File: config.mk
export PLATFORM = sky130hd
export DESIGN_NAME = rx_op_buffer
export DESIGN_NICKNAME = d
export VERILOG_FILES = /design/src/rtl/rx_op_buffer.sv
export SDC_FILE = /design/constraint.sdc
export NUM_CORES = 1
export LEC_CHECK = 0
export ABC_CLOCK_PERIOD_IN_PS = 4600
export BUFFER_PORTS_ARGS = -buffer_cell sky130_fd_sc_hd__buf_2
export CAP_MARGIN = 20
export CELL_PAD_IN_SITES_DETAIL_PLACEMENT = 0
export CELL_PAD_IN_SITES_GLOBAL_PLACEMENT = 1
export CORE_MARGIN = 4
export CORE_UTILIZATION = 25
export CTS_CLUSTER_SIZE = 30
export DETAILED_ROUTE_END_ITERATION = 16
export PLACE_DENSITY_LB_ADDON = 0.1
export RECOVER_POWER = 25
export SLEW_MARGIN = 20
export SYNTH_ARGS = -nofsm -noshare
export SYNTH_HDL_FRONTEND = slang
export SYNTH_SLANG_ARGS = --single-unit
File: constraint.sdc
create_clock -name clk -period 4.6 [get_ports clk]
set_input_delay 0.46 -clock clk [delete_from_list [all_inputs] [get_ports clk]]
set_output_delay 0.46 -clock clk [all_outputs]
set_load 0.02 [all_outputs]
File: src/rtl/rx_op_buffer.sv
// rx_op_buffer
//   Captures op_ids from the rx mux into a small first-word-fall-through FIFO.
//   Each stored entry is tagged with the switch index that produced it.
//   A write request is any cycle in which the delayed ack vector (sel) has
//   exactly one bit set. A sel with several bits set is dropped and flagged.
//   The consumer pops the head entry with rd_en.
//
// Ports
//   clk        in   single clock; all state updates on the rising edge
//   rst_n      in   asynchronous active-low reset
//   sel        in   delayed ack vector, one bit per switch instance
//   op_id_in   in   rx mux output, valid in the same cycle as sel
//   rd_en      in   pop request; ignored while the FIFO is empty
//   err_clr    in   clears the sticky error flags
//   op_id_out  out  head op_id, 0 while empty
//   src_idx    out  head switch index, 0 while empty
//   op_vld     out  FIFO not empty
//   full       out  count == DEPTH
//   count      out  occupancy
//   ovf_err    out  sticky: a write was dropped while full
//   multi_err  out  sticky: more than one sel bit was set
module rx_op_buffer #(
    parameter int NUM_SW_INST = 5,
    parameter int W_WIDTH     = 8,
    parameter int DEPTH       = 4
) (
    input  logic                           clk,
    input  logic                           rst_n,
    input  logic [NUM_SW_INST-1:0]         sel,
    input  logic [W_WIDTH-1:0]             op_id_in,
    input  logic                           rd_en,
    input  logic                           err_clr,
    output logic [W_WIDTH-1:0]             op_id_out,
    output logic [$clog2(NUM_SW_INST)-1:0] src_idx,
    output logic                           op_vld,
    output logic                           full,
    output logic [$clog2(DEPTH):0]         count,
    output logic                           ovf_err,
    output logic                           multi_err
);

    localparam int SEL_W = $clog2(NUM_SW_INST);
    localparam int PTR_W = $clog2(DEPTH);
    localparam int CNT_W = PTR_W + 1;
    localparam int ENT_W = SEL_W + W_WIDTH;

    logic [ENT_W-1:0] mem [DEPTH];
    logic [PTR_W-1:0] wr_ptr;
    logic [PTR_W-1:0] rd_ptr;
    logic [ENT_W-1:0] head;

    logic             sel_multi;
    logic             wr_req;
    logic             pop;
    logic             wr_acc;
    logic             ovf_set;
    logic [SEL_W-1:0] wr_idx;

    // Clearing the lowest set bit leaves something only when two or more
    // bits were set.
    assign sel_multi = |(sel & (sel - NUM_SW_INST'(1)));
    assign wr_req    = (sel != '0) && !sel_multi;

    always_comb begin
        wr_idx = '0;
        for (int i = 0; i < NUM_SW_INST; i++) begin
            if (sel[i]) wr_idx = SEL_W'(i);
        end
    end

    assign op_vld  = (count != '0);
    assign full    = (count == CNT_W'(DEPTH));
    assign pop     = rd_en && op_vld;
    // A pop in the same cycle frees the slot that the write lands in.
    assign wr_acc  = wr_req && (!full || pop);
    assign ovf_set = wr_req && full && !pop;

    // Storage is not reset; the output gating keeps stale data hidden.
    assign head      = mem[rd_ptr];
    assign op_id_out = op_vld ? head[W_WIDTH-1:0]     : '0;
    assign src_idx   = op_vld ? head[ENT_W-1:W_WIDTH] : '0;

    always_ff @(posedge clk) begin
        if (wr_acc) mem[wr_ptr] <= {wr_idx, op_id_in};
    end

    always_ff @(posedge clk or negedge rst_n) begin
        if (!rst_n) begin
            wr_ptr <= '0;
            rd_ptr <= '0;
            count  <= '0;
        end else begin
            if (wr_acc) wr_ptr <= wr_ptr + PTR_W'(1);
            if (pop)    rd_ptr <= rd_ptr + PTR_W'(1);
            if (wr_acc && !pop)      count <= count + CNT_W'(1);
            else if (pop && !wr_acc) count <= count - CNT_W'(1);
        end
    end

    // A set condition in the same cycle as err_clr keeps the flag set.
    always_ff @(posedge clk or negedge rst_n) begin
        if (!rst_n) begin
            ovf_err   <= 1'b0;
            multi_err <= 1'b0;
        end else begin
            if (ovf_set)      ovf_err <= 1'b1;
            else if (err_clr) ovf_err <= 1'b0;

            if (sel_multi)    multi_err <= 1'b1;
            else if (err_clr) multi_err <= 1'b0;
        end
    end

endmodule

==> key figures <==
GRT
  – Vias in the first global route: roughly 1300
  – Grt total ovfl: 0
  – Initial antenna violation count: 0
  – GRT Overall Usage: a little under a tenth
  – Pin count of the biggest net entering global routing: 17
  – First-pass GRT wire length: 6844 um

Synthesis
  – Post-synth EDFFs: 44
  – Share of flip-flops with an asynchronous set or reset: around 17%
  – Yosys warns: 0
  – Netlist Area Pre-Place: 2253 um^2
  – Post-synthesis cell type count: 29
  – Register bit total from synthesis: 53
  – Most used DFF post-synth: edfxtp_1
  – Register area share after synthesis: between 60% and 70%
  – Syn Nets: 150
  – Syn Area/Cell: between 15 and 20 um^2
  – Post-Syn Instances: 127

Detailed routing
  – Routed length per instance: approximately 16 um
  – Initial DRC Count: 41
  – DRT Wirelength: between 4000 and 5000 um
  – Residual DRC: 0
  – Vias/cell: ~4.4
  – Initial DRT Pass Iterations: 4
  – Post-route ant nets: 0
  – Vias: 1197

Timing
  – Final Hold Fails: 0
  – Final Cycle Share: a little under three fifths
  – Least-Margin Pin Slew: between 0.8 and 0.9 ns
  – RSZ-0062 raised after global routing: no
  – Fmax: slightly below 400 MHz
  – Slew Limit Fails: 0
  – Post-route setup TNS: 0 ns
  – Slew HR: 44.67%
  – Final Setup Violations: 0
  – Skew final: around 0.0055 ns
  – Post-layout minimum cycle time: 2.599 ns

Clocking
  – Worst-skew pair later-pin latency: ~0.30 ns
  – Clk sinks: 53
  – Root Buffer: clkbuf_8
  – CTS tree: yes
  – Post-CTS Repair Setup Buffers: 0
  – CTS clk-pin slew, worst paths: around 0.09 ns
  – Cts bufs inserted: 5
  – H-Tree Depth: 2
  – Clock Tree Buf Depth: 2

Die
  – # rows: 34
  – Chip width: 102.9 um
  – Vert. Die Dim: about 100 um
  – Initial Util: 25.71%
  – Die area: around 11000 um^2
  – IO Count: 35
  – Core Footprint: 8763 um^2

Critical path
  – Endpoint type of the worst setup path: primary output
  – Crit path max fanout: 13
  – FF-to-FF path depth: 8
  – Critical path type: flip-flop to primary output
  – Worst path required time: slightly above 4 ns
  – Startpoint Class: flip-flop
  – CP arrival: approximately 2.1 ns

Layout
  – Fillers: slightly below 900
  – Leading cell type in the layout, fill and taps excluded: edfxtp_1
  – Most frequent cells in the layout: edfxtp_1, buf_2, and2_1, mux4_2, dfrtp_1
  – Number of nets in the layout: 189
  – Area of the multi-input gates: between 600 and 700 um^2
  – Layout Utilization: about 30%
  – Diode count: 0
  – Reg area: ~1500 um^2
  – Layout cells sized above 1: 31.74%
  – Area Overhead vs Synth: 17.88%

Power
  – Clk network pwr share: about a fifth
  – Power per standard cell area: just under 600 nW/um^2
  – Combinational share of power: around a third
  – Psw: 0.5281 mW
  – Seq pwr share: between 40% and 50%
  – P_int: 1.021 mW
  – Sw Share: around a third
  – Lkg Pwr: just over 0.9 nW
  – Peak supply drop: around 210 uV

Flow run
  – Max-Cap Viols: 0

Outcome
  – Status: complete, no violations

Placed design
  – RD Place Congestion: approximately 0.74
  – DP Wirelength: 2970 um
  – Port buffer count: 34

Worst hold path
  – Hold Path Class: input port to flip-flop
  – Hold Path Stages: 2
-- sequential cells by signal (all words and copies together), names as in the netlist --
register   count
mem           44
count          3
rd_ptr         2
wr_ptr         2
multi_err      1
ovf_err        1
-- routing by layer --
metal	up-vias	GRT usage, %	part of all wire [%]	wire length [um]
li1	550	-	-	-
met1	607	11.47	44	1899
met2	33	14.80	50	2163
met3	7	2.368	5.1	222
met4	0	3.287	1.5	65
met5	-	0	0	0
-- worst paths after layout --
kind	from	slack (ns)	to
max in group asynchronous	rst_n	3.87	wr_ptr[0]
worst max register to register	count[0]	2.17	count[2]
worst min-delay path	err_clr	0.36	ovf_err
worst min register to register	multi_err	0.51	multi_err
worst max-delay path	rd_ptr[0]	2.00	src_idx[2]
min in group asynchronous	rst_n	0.54	ovf_err
-- repair_timing --
item	CTS	global route
gates resized for setup	0	0
hold buffers	1	0
hold endpoints to repair	7	0
-- synth_stat cells (2+ instances only) --
cell,count,share of area [%]
a21oi_1,2,0.44
and2_1,12,3.3
and2_2,3,1.0
dfrtp_1,9,10
edfxtp_1,44,59
ha_1,5,2.8
inv_1,5,0.83
mux4_2,11,11
nand2b_1,3,0.83
nand3_1,2,0.44
nor2_1,6,1.0
o21ai_0,3,0.67
xnor2_1,4,1.6
xor2_1,3,1.2
-- cells by family (layout without fill, tap and decap cells) --
kind of cell               after synthesis  in the layout  synth area share [%]
DFF                                     53             53                 68.63
and+or+nand+nor                         31             31                 8.162
muxes                                   13             13                 12.16
AOI/OAI and AO/OA                        8              8                 2.776
buffers and inverters                    8             48                 1.388
adders and majority gates                7              7                 4.164
xor gates and xnor gates                 7              7                 2.721
-- power groups by stage --
stage               clock network, mW  registers [mW]  logic, mW
floorplan                           0           0.670      0.414
global placement                    0           0.712      0.554
detailed placement                  0           0.714      0.561
CTS                             0.320           0.704      0.561
global route                    0.341           0.720      0.599
finish                          0.308           0.697      0.544
-- critical path, stage by stage (launching register included) --
cell	delay [ns]
dfrtp_1	0.89
mux4_2	0.59
and2_1	0.19
buf_2	0.16
-- layout make-up --
cell class / count / area share (%)
clock inverters: 3 / 1.554
flip-flops and latches: 53 / 58.22
multi-input cells: 66 / 25.44
well taps: 108 / 5.087
repair buffers: 35 / 6.406
inverters: 5 / 0.7065
clock buffers: 5 / 2.591
-- per-stage QoR --
stage | power [mW] | cells | worst slack, ns | cell area (um^2) | hold WS (ns)
after CTS | 1.586 | 275 | 1.906 | 2666 | 0.3500
after detailed placement | 1.275 | 266 | 1.711 | 2546 | 0.3345
after global placement | 1.266 | 266 | 1.771 | 2546 | 0.3304
after global routing | 1.659 | 275 | 1.792 | 2656 | 0.3638
final | 1.549 | 275 | 2.001 | 2656 | 0.3598
after floorplan | 1.085 | 127 | 2.001 | 2253 | 0.1644
Power figures use the tool's default switching activity.
